--- src/rtl/serial_tx_defs_pkg.sv ---
// Shared definitions for the serial word transmitter: FSM state encoding and default idle level.
package serial_tx_defs;

    typedef enum logic [1:0] {
        ST_IDLE   = 2'b00,
        ST_SHIFT  = 2'b01,
        ST_PARITY = 2'b10,
        ST_DONE   = 2'b11
    } state_e;

    localparam logic IDLE_LEVEL_DEFAULT = 1'b0;

endpackage

--- src/rtl/serial_tx_shiftreg.sv ---
// Load/shift register presenting the next frame bit at its head; optional captured-word parity.
// Parity output exists only when SERIAL_TX_PARITY_EN is defined.
module serial_tx_shiftreg #(
    parameter int unsigned WIDTH     = 8,
    parameter bit          MSB_FIRST = 1'b1
) (
    input  logic             clk,
    input  logic             reset_i,
    input  logic             load_i,
    input  logic             shift_i,
    input  logic [WIDTH-1:0] data_i,
    output logic             head_o
`ifdef SERIAL_TX_PARITY_EN
    ,
    output logic             parity_o
`endif
);

    logic [WIDTH-1:0] sr_q;
    logic [WIDTH-1:0] sr_d;

    // Load has priority; shift direction moves the next bit into the head position.
    always_comb begin
        sr_d = sr_q;
        if (load_i) begin
            sr_d = data_i;
        end else if (shift_i) begin
            if (MSB_FIRST) begin
                sr_d = {sr_q[WIDTH-2:0], 1'b0};
            end else begin
                sr_d = {1'b0, sr_q[WIDTH-1:1]};
            end
        end
    end

    always_ff @(posedge clk) begin
        if (reset_i) begin
            sr_q <= '0;
        end else begin
            sr_q <= sr_d;
        end
    end

    assign head_o = MSB_FIRST ? sr_q[WIDTH-1] : sr_q[0];

`ifdef SERIAL_TX_PARITY_EN
    logic parity_q;

    // Even parity of the whole word, frozen at load since the register drains while shifting.
    always_ff @(posedge clk) begin
        if (reset_i) begin
            parity_q <= 1'b0;
        end else if (load_i) begin
            parity_q <= ^data_i;
        end
    end

    assign parity_o = parity_q;
`endif

endmodule

--- src/rtl/serial_word_tx.sv ---
// Moore serial word transmitter: valid/ready word intake, one bit per clock on serial_out.
// Define SERIAL_TX_PARITY_EN to append an even-parity bit after the data bits.
module serial_word_tx
    import serial_tx_defs::*;
#(
    parameter int unsigned WIDTH      = 8,
    parameter bit          MSB_FIRST  = 1'b1,
    parameter logic        IDLE_LEVEL = IDLE_LEVEL_DEFAULT
) (
    input  logic             clk,
    input  logic             reset,
    input  logic [WIDTH-1:0] data_in,
    input  logic             data_valid,
    output logic             data_ready,
    output logic             serial_out,
    output logic             bit_valid,
    output logic             busy,
    output logic             done
);

    localparam int unsigned CNT_W = $clog2(WIDTH + 1);

    state_e           state_q;
    state_e           state_d;
    logic [CNT_W-1:0] cnt_q;
    logic [CNT_W-1:0] cnt_d;
    logic             load;
    logic             shift;
    logic             head;
`ifdef SERIAL_TX_PARITY_EN
    logic             parity;
`endif

    serial_tx_shiftreg #(
        .WIDTH     (WIDTH),
        .MSB_FIRST (MSB_FIRST)
    ) u_shiftreg (
        .clk      (clk),
        .reset_i  (reset),
        .load_i   (load),
        .shift_i  (shift),
        .data_i   (data_in),
        .head_o   (head)
`ifdef SERIAL_TX_PARITY_EN
        ,
        .parity_o (parity)
`endif
    );

    always_ff @(posedge clk) begin
        if (reset) begin
            state_q <= ST_IDLE;
            cnt_q   <= '0;
        end else begin
            state_q <= state_d;
            cnt_q   <= cnt_d;
        end
    end

    // Next state, counter and shift-register control.
    always_comb begin
        state_d = state_q;
        cnt_d   = cnt_q;
        load    = 1'b0;
        shift   = 1'b0;
        case (state_q)
            ST_IDLE: begin
                if (data_valid && data_ready) begin
                    load    = 1'b1;
                    cnt_d   = '0;
                    state_d = ST_SHIFT;
                end
            end
            ST_SHIFT: begin
                shift = 1'b1;
                cnt_d = cnt_q + CNT_W'(1);
                if (cnt_q == CNT_W'(WIDTH - 1)) begin
`ifdef SERIAL_TX_PARITY_EN
                    state_d = ST_PARITY;
`else
                    state_d = ST_DONE;
`endif
                end
            end
`ifdef SERIAL_TX_PARITY_EN
            ST_PARITY: state_d = ST_DONE;
`endif
            ST_DONE:   state_d = ST_IDLE;
            default:   state_d = ST_IDLE;
        endcase
    end

    // Moore outputs decoded from registered state; unused encodings look idle on the line.
    always_comb begin
        serial_out = IDLE_LEVEL;
        bit_valid  = 1'b0;
        case (state_q)
            ST_SHIFT: begin
                serial_out = head;
                bit_valid  = 1'b1;
            end
`ifdef SERIAL_TX_PARITY_EN
            ST_PARITY: begin
                serial_out = parity;
                bit_valid  = 1'b1;
            end
`endif
            default: begin
                serial_out = IDLE_LEVEL;
                bit_valid  = 1'b0;
            end
        endcase
    end

    assign busy       = (state_q != ST_IDLE);
    assign done       = (state_q == ST_DONE);
    assign data_ready = (state_q == ST_IDLE) && !reset;

endmodule

--- config.mk ---
export PLATFORM = sky130hd
export DESIGN_NAME = serial_word_tx
export DESIGN_NICKNAME = d
export VERILOG_FILES = /design/src/rtl/serial_tx_defs_pkg.sv /design/src/rtl/serial_tx_shiftreg.sv /design/src/rtl/serial_word_tx.sv
export SDC_FILE = /design/constraint.sdc
export NUM_CORES = 1
export LEC_CHECK = 0
export CORE_MARGIN = 2
export CORE_UTILIZATION = 50
export CTS_CLUSTER_SIZE = 30
export DETAILED_ROUTE_END_ITERATION = 10
export GPL_ROUTABILITY_DRIVEN = 0
export PLACE_DENSITY = 0.91
export SKIP_CTS_REPAIR_TIMING = 1
export SLEW_MARGIN = 15
export SYNTH_ARGS = -nofsm -noshare
export SYNTH_HDL_FRONTEND = slang
export SYNTH_SLANG_ARGS = --single-unit
--- constraint.sdc ---
create_clock -name clk -period 2.7 [get_ports clk]
set_input_delay 0.54 -clock clk [delete_from_list [all_inputs] [get_ports clk]]
set_output_delay 0.54 -clock clk [all_outputs]
set_load 0.01 [all_outputs]
==> results of run 1 <==
## cell usage in the layout (no fill, tap or decap)
master	netlist	final
and2_1	2	2
o21a_1	1	1
a21oi_1	10	10
or2_2	1	1
or3_1	1	1
dfxtp_1	14	14
a31oi_1	1	1
nand4b_2	1	1
or4b_4	1	1
a22oi_1	2	2
a211oi_1	6	6
inv_2	1	1
o21ai_0	1	1
nand3_1	7	7
nor4_1	1	1
nor2_1	6	6
buf_4	1	2
nand2b_1	1	1
ha_1	1	1
nand2_1	9	9
o31ai_1	1	1
nor4b_4	1	1
clkbuf_8	0	1
clkdlybuf4s50_1	0	15
clkbuf_4	0	3
## metrics by stage
stage | instance area [um^2] | power (uW) | hold slack [ns] | worst slack (ns)
2_1_floorplan | 664 | 290 | 0.434 | 1.12
3_3_place_gp | 798 | 316 | 0.446 | 0.547
3_5_place_dp | 798 | 319 | 0.450 | 0.533
4_1_cts | 835 | 468 | 0.462 | 0.459
5_1_grt | 835 | 484 | 0.481 | 0.380
6_report | 835 | 464 | 0.461 | 0.461
## sequential cells by signal (all words and copies together), names as in the netlist
| name | count |
|---|---|
| u_shiftreg.sr_q | 8 |
| cnt_q | 4 |
| state_q | 2 |
## power groups by stage
stage	logic (uW)	clock network [uW]	registers [uW]
5_1_grt	92.1	161	231
4_1_cts	85.0	154	229
6_report	84.4	150	229
3_5_place_dp	84.4	0	234
2_1_floorplan	57.5	0	232
3_3_place_gp	82.5	0	234
## area by class of cell
type | instances | share of cell area [%]
multi-input cells | 54 | 39.6
inverters | 1 | 0.450
repair buffers | 17 | 19.8
well taps | 15 | 2.25
clock buffers | 4 | 4.35
flip-flops and latches | 14 | 33.6
## per-layer routing
layer	global-route usage [%]	up-vias	routed length, um
met1	23.0	270	612
li1	-	301	-
met2	25.4	10	607
met5	0	-	0
met3	3.33	2	33
met4	10.0	0	13
## tightest hold or removal path, delay by kind of cell, from the launching register on
kind | cells | cell delay [ns]
flops | 1 | 0.32
simple gates | 1 | 0.05
compound gates | 1 | 0.05
## synthesized netlist by cell type
cell type / instances / area [um^2]
a21oi_1: 10 / 50.1
nand2_1: 9 / 33.8
nand2b_1: 1 / 6.26
nand4b_2: 1 / 15.0
clkbuf_1: 1 / 3.75
inv_2: 1 / 3.75
ha_1: 1 / 12.5
nor2_1: 6 / 22.5
a31oi_1: 1 / 6.26
a22oi_1: 2 / 15.0
o21ai_0: 1 / 5.00
buf_2: 1 / 5.00
a211oi_1: 6 / 45.0
or4b_4: 1 / 13.8
and2_1: 2 / 12.5
buf_4: 1 / 7.51
or2_2: 1 / 6.26
nand3_1: 7 / 35.0
buf_6: 3 / 33.8
nor4b_4: 1 / 23.8
or3_1: 1 / 6.26
nor4_1: 1 / 6.26
o31ai_1: 1 / 7.51
dfxtp_1: 14 / 280
o21a_1: 1 / 7.51
## cell families after synthesis
logic type / count (synthesis)
buffers and inverters: 7
and+or+nand+nor: 31
adders and majority gates: 1
DFF: 14
AOI/OAI and AO/OA: 22
## worst max-delay path by stage
stage	start	end	slack (ns)	depth (start not counted)
floorplan	reset	data_ready	1.12	3
global placement	reset	data_ready	0.55	3
detailed placement	reset	data_ready	0.53	3
CTS	state_q[1]$_SDFFE_PP0P_	serial_out	0.46	4
global route	state_q[0]$_SDFFE_PP0P_	serial_out	0.38	4
finish	state_q[1]$_SDFFE_PP0P_	serial_out	0.46	4
==> flow_metrics.tcl, run 1 <==
set metrics [dict create \
    final_nets 103 \
    tns_ns 0 \
    grt_pass1_wl_um 1840 \
    syn_area_um2 664 \
    clkPwrFrac_pct 32.4 \
    fmax_mhz 447 \
    cp_cell_sequence "nand2b_1 > inv_2 > and2_1 > clkdlybuf4s50_1" \
    p_int_uw 344 \
    syn_to_final_growth_pct 25.6 \
    ys_ff_latch 14 \
    synth_top_family_by_area "simple AND/OR/NAND/NOR gates" \
    yosys.area_share.xor_xnor_pct 0 \
    switchingPower_uw 120 \
    syn_inst 75 \
    core_area_um2 1270 \
    reg2reg_from "state_q[1]$_SDFFE_PP0P_" \
    cap_violations 0 \
    synthMuxAreaShare_pct 0 \
    crit_fanout 12 \
    crit_family "buffers and inverters" \
    hold_end "u_shiftreg.sr_q[2]$_SDFFE_PP0P_" \
    cts_tree "yes" \
    peakVddDrop_uv 327 \
    synth_cell_types 25 \
    synthAdderAreaFrac_pct 1.88 \
    synth-compound-area-share_pct 20.5 \
    synthSimpleGateAreaFrac_pct 27.3 \
    finalNonFillerCells 105 \
    cts_max_level 1 \
    relSlewSlack_pct 67.3 \
    start_util_pct 52.4 \
    power.static_leakage_uw 0.000304 \
    period_needed_ns 2.24 \
    multi_input_area_um2 330 \
    antenna_found_initial 0 \
    num_antenna_cells 0 \
    grt_max_degree 18 \
    drc_errors 0 \
    status "completed" \
    die_w_um 40.5 \
    crit_buf_inv 2 \
    max_stage_delay_ns 0.53 \
    r2r_slack_ns 1.38 \
    seqCellArea_um2 280 \
    hold_class "reg -> reg" \
    clk_latency_ns 0.27 \
    die_height_um 40.5 \
    finalHoldViolCount 0 \
    r2r-end "cnt_q[3]$_SDFFE_PP0P_" \
    worstPathArrival_ns 1.70 \
    synth_nets 87 \
    rsz0062_at_grt "false" \
    holdPathStages 2 \
    power_density_nw_per_um2 556 \
    route.final.wire_length_um 1270 \
    worst_setup_path_end_kind "output port" \
    start_kind "register" \
    fin_util_pct 65.8 \
    layout-drive-gt1-share_pct 12.2 \
    cts_root_buf "clkbuf_4" \
    cts_buffers 3 \
    tightest_slew_ns 0.489 \
    fill_cells 103 \
    num_io_pins 16 \
    via_per_inst 5.55 \
    power_frac_comb_pct 18.2 \
    dp.cells 101 \
    crit_type "reg -> out" \
    dr_total_vias 583 \
    clock_path_buffers 2 \
    yosys_warnings 0 \
    finClkSkew_ns 0.000717 \
    swShare_pct 25.9 \
    dp_hpwl_um 853 \
    io_buffers 15 \
    pwr-share-seq_pct 49.4 \
    rows 13 \
    ys_seq_area_share_pct 42.2 \
    clk_pin_slew_ns 0.09 \
    grt_usage_pct 17.2 \
    design.die.area_um2 1640 \
    dr.pass1.iters 4 \
    ff2ff_path_depth 3 \
    fin_crit_sh_pct 82.9 \
    slew_viol_final 0 \
    required_ns 2.16 \
    setup_viol 0 \
    min_from "u_shiftreg.sr_q[1]$_SDFFE_PP0P_" \
    cts_num_sinks 14 \
    grt_pass1_vias 440 \
    worst_path_max_delay_cell "clkdlybuf4s50_1" \
    detail-route-antenna-nets 0 \
    gr-total-overflow 0 \
    syn_area_per_cell_um2 8.86 \
    dr.first_iter.drc_count 6 \
    wl_per_cell_um 12.1 \
]
No activity file was read; power rests on OpenSTA's default activity.
==> inputs of run 2 (changes only) <==
- CORE_UTILIZATION: 50 -> 42
- PLACE_DENSITY: 0.91 -> 0.83
- clock period: 2.7 -> 2 ns (I/O delays scaled with it)
==> flow_metrics.tcl, run 2 (synthesis results as in run 1) <==
set metrics [dict create \
    status "completed" \
    required_ns 1.60 \
    rsz0062_at_grt "false" \
    power.static_leakage_uw 0.000344 \
    cts_root_buf "clkbuf_4" \
    num_antenna_cells 0 \
    cts_max_level 1 \
    fmax_mhz 550 \
    clock_path_buffers 2 \
    fin_crit_sh_pct 90.8 \
    gr-total-overflow 0 \
    preCtsSetupSlack_ns 0.0766 \
    period_needed_ns 1.82 \
    syn_to_final_growth_pct 29.2 \
    die_w_um 43.8 \
    most-common-layout-cells "clkdlybuf4s50_1 (13), dfxtp_1 (12), a21oi_1 (10), nand2_1 (9), nand3_1 (7)" \
    start_kind "register" \
    largest-register "u_shiftreg.sr_q" \
    dr.pass1.iters 4 \
    relSlewSlack_pct 69.0 \
    cap_violations 0 \
    setup_ws_ns 0.183 \
    worst_setup_path_end_kind "output port" \
    layout-drive-gt1-share_pct 16.3 \
    crit_fanout 5 \
    holdWs_ns 0.462 \
    wl_per_cell_um 12.1 \
    grt_pass1_vias 532 \
    grt_max_degree 18 \
    rows 14 \
    grt_usage_pct 16.0 \
    crit_family "buffers and inverters" \
    grt_pass1_wl_um 2240 \
    clk_pin_slew_ns 0.08 \
    power_density_nw_per_um2 735 \
    die_height_um 43.8 \
    drc_errors 0 \
    setup_viol 0 \
    io_buffers 15 \
    antenna_found_initial 0 \
    reg_top3 "u_shiftreg.sr_q: 8 flops, cnt_q: 4 flops, state_q: 2 flops" \
    hold_class "reg -> reg" \
    dr.first_iter.drc_count 16 \
    slew_viol_final 0 \
    design.die.area_um2 1920 \
    cts_tree "yes" \
    start_util_pct 44.6 \
    final_common_cell "clkdlybuf4s50_1" \
    dp_hpwl_um 892 \
    cts_num_sinks 14 \
    fill_cells 137 \
    worst_path_max_delay_cell "clkdlybuf4s50_1" \
    route.final.wire_length_um 1310 \
    dr_total_vias 592 \
    crit_type "reg -> out" \
    finalPower_uw 631 \
    final_cell_area_um2 858 \
    num_io_pins 16 \
    via_per_inst 5.48 \
    final_nets 105 \
    clk_latency_ns 0.28 \
    finalHoldViolCount 0 \
    cp_cell_sequence "or2_2 > clkdlybuf4s50_1" \
    largest_register_ffs 8 \
    max_stage_delay_ns 0.48 \
    cts_buffers 3 \
    tightest_slew_ns 0.463 \
    tns_ns 0 \
    worstPathArrival_ns 1.42 \
    detail-route-antenna-nets 0 \
    crit_buf_inv 1 \
    core_area_um2 1490 \
    peakVddDrop_uv 475 \
    placed_area_um2 815 \
    finClkSkew_ns 0.00357 \
]
==> run 2: report_power, final <==
group / switching, uW / total [uW] / internal (uW)
registers: 12.8 / 310 / 297
logic: 56.8 / 118 / 60.7
clock network: 92.4 / 203 / 111
total: 162 / 631 / 469
==> run 2: worst reg2reg max path: cells and delay by family (launching register included) <==
family | cells | cell delay (ns)
flip-flops | 1 | 0.35
AO/OA/AOI/OAI | 1 | 0.08
AND/OR/NAND/NOR | 2 | 0.77
==> run 2: cell type report <==
type                            instances  area (um^2)  area share [%]
Sequential cell                        14          283            32.9
Multi-Input combinational cell         54          330            38.5
Clock buffer                            4         36.3            4.23
Timing Repair Buffer                   19          185            21.6
Tap cell                               16         20.0            2.33
Inverter                                1         3.75           0.437
==> run 2: metal layers <==
metal,global-route usage (%),vias to the layer above,wire [um]
met5,0,-,0
li1,-,303,-
met1,19.3,267,551
met3,2.50,5,78
met4,10.9,0,35
met2,25.9,17,646
==> run 2: path summary, 6_finish.rpt <==
| kind | startpoint | to | slack (ns) | cells after the start |
|---|---|---|---|---|
| hold / removal | u_shiftreg.sr_q[5]$_SDFFE_PP0P_ | u_shiftreg.sr_q[5]$_SDFFE_PP0P_ | 0.46 | 2 |
| hold reg to reg | u_shiftreg.sr_q[5]$_SDFFE_PP0P_ | u_shiftreg.sr_q[5]$_SDFFE_PP0P_ | 0.46 | 2 |
| setup reg to reg | state_q[1]$_SDFFE_PP0P_ | cnt_q[3]$_SDFFE_PP0P_ | 0.69 | 3 |
| setup / recovery | state_q[1]$_SDFFE_PP0P_ | busy | 0.18 | 2 |
==> run 2: per-stage QoR <==
step                      cells  util, %
after floorplan              75        -
after global placement      104     54.7
after detailed placement    104     54.7
after CTS                   108     57.1
after global routing        108     57.6
final                       108     57.6
==> inputs of run 3 (changes only) <==
- PLACE_DENSITY: 0.83 -> 0.72
- SLEW_MARGIN: 15 -> 10
==> flow_metrics.tcl, run 3 (synthesis results as in run 1) <==
set metrics [dict create \
    endpoint "busy" \
    die_height_um 43.8 \
    relSlewSlack_pct 87.2 \
    ff2ff_path_depth 3 \
    tightest_slew_ns 0.190 \
    placed_area_um2 822 \
    final_common_cell "dfxtp_1" \
    fin_crit_sh_pct 92.0 \
    crit_fanout 5 \
    reg_top3 "u_shiftreg.sr_q: 8 flops, cnt_q: 4 flops, state_q: 2 flops" \
    preCtsSetupSlack_ns 0.0567 \
    die_w_um 43.8 \
    rsz0062_at_grt "false" \
    start_util_pct 44.6 \
    period_needed_ns 1.84 \
    final_cell_area_um2 895 \
    finClkSkew_ns 0.00152 \
    power.static_leakage_uw 0.000376 \
    power_density_nw_per_um2 727 \
    dp_hpwl_um 1010 \
    cap_violations 0 \
    wl_per_cell_um 13.2 \
    io_buffers 15 \
    r2r_slack_ns 0.66 \
    dr.first_iter.drc_count 10 \
    status "completed" \
    reg2reg_from "state_q[1]$_SDFFE_PP0P_" \
    dr.pass1.iters 4 \
    antenna_found_initial 0 \
    finalPower_uw 650 \
    hold_class "reg -> reg" \
    drc_errors 0 \
    setup_viol 0 \
    via_per_inst 5.48 \
    worstPathArrival_ns 1.44 \
    core_area_um2 1490 \
    design.die.area_um2 1920 \
    largest_register_ffs 8 \
    cts_tree "yes" \
    clk_latency_ns 0.28 \
    slew_viol_final 0 \
    crit_start "state_q[1]$_SDFFE_PP0P_" \
    finalHoldViolCount 0 \
    detail-route-antenna-nets 0 \
    cts_root_buf "clkbuf_4" \
    rows 14 \
    num_antenna_cells 0 \
    required_ns 1.60 \
    fmax_mhz 543 \
    worst_setup_path_end_kind "output port" \
    layout-drive-gt1-share_pct 17.9 \
    grt_max_degree 18 \
    dr_total_vias 608 \
    syn_to_final_growth_pct 34.7 \
    cts_max_level 1 \
    crit_type "reg -> out" \
    start_kind "register" \
    clk_pin_slew_ns 0.08 \
    clock_path_buffers 2 \
    most-common-layout-cells "dfxtp_1 (13), clkdlybuf4s50_1 (12), a21oi_1 (10), nand2_1 (9), nand3_1 (7)" \
    largest-register "u_shiftreg.sr_q" \
    final_nets 108 \
    route.final.wire_length_um 1470 \
    cts_num_sinks 14 \
    grt_pass1_wl_um 2340 \
    setup_ws_ns 0.160 \
    cts_buffers 3 \
    grt_usage_pct 16.5 \
    r2r-end "u_shiftreg.sr_q[4]$_SDFFE_PP0P_" \
    fin_util_pct 60.1 \
    grt_pass1_vias 578 \
    peakVddDrop_uv 487 \
    gr-total-overflow 0 \
    num_io_pins 16 \
]
[run 3: through the flow]
| step | std cells | setup TNS (ns) | hold slack, ns |
|---|---|---|---|
| final | 111 | 0 | 0.467 |
| after global routing | 111 | 0 | 0.489 |
| after CTS | 109 | -0.0460 | 0.471 |
| after detailed placement | 105 | 0 | 0.455 |
| after global placement | 105 | 0 | 0.444 |
| after floorplan | 75 | 0 | 0.434 |
[run 3: cell type report]
class                           count  area (um^2)
Tap cell                           16         20.0
Sequential cell                    14          282
Multi-Input combinational cell     54          330
Clock buffer                        4         36.3
Fill cell                         139          594
Inverter                            1         3.75
Timing Repair Buffer               22          223
[run 3: power by group]
part,switching (uW),total [uW],internal (uW)
Sequential,13.4,311,297
Combinational,62.4,135,72.7
Clock,94.0,205,111
[run 3: worst max-delay path, cell delays in order (launching register included)]
cell	delay, ns
dfxtp_1	0.36
or2_2	0.32
clkdlybuf4s50_1	0.48
[run 3: layer usage]
| metal | track usage (%) | wire length, um | vias to the layer above |
|---|---|---|---|
| met1 | 18.8 | 700 | 277 |
| met2 | 27.9 | 645 | 18 |
| met3 | 2.92 | 70 | 5 |
| met5 | 0 | 0 | - |
| met4 | 10.9 | 49 | 0 |
| li1 | - | - | 308 |
[run 3: worst min-delay path by stage]
stage,startpoint,depth (start not counted),to
final,u_shiftreg.sr_q[6]$_SDFFE_PP0P_,2,u_shiftreg.sr_q[7]$_SDFFE_PP0P_
after floorplan,cnt_q[3]$_SDFFE_PP0P_,1,state_q[1]$_SDFFE_PP0P_
after detailed placement,u_shiftreg.sr_q[4]$_SDFFE_PP0P_,2,u_shiftreg.sr_q[4]$_SDFFE_PP0P_
after CTS,u_shiftreg.sr_q[1]$_SDFFE_PP0P_,2,u_shiftreg.sr_q[2]$_SDFFE_PP0P_
after global routing,u_shiftreg.sr_q[1]$_SDFFE_PP0P_,2,u_shiftreg.sr_q[2]$_SDFFE_PP0P_
after global placement,u_shiftreg.sr_q[1]$_SDFFE_PP0P_,2,u_shiftreg.sr_q[2]$_SDFFE_PP0P_
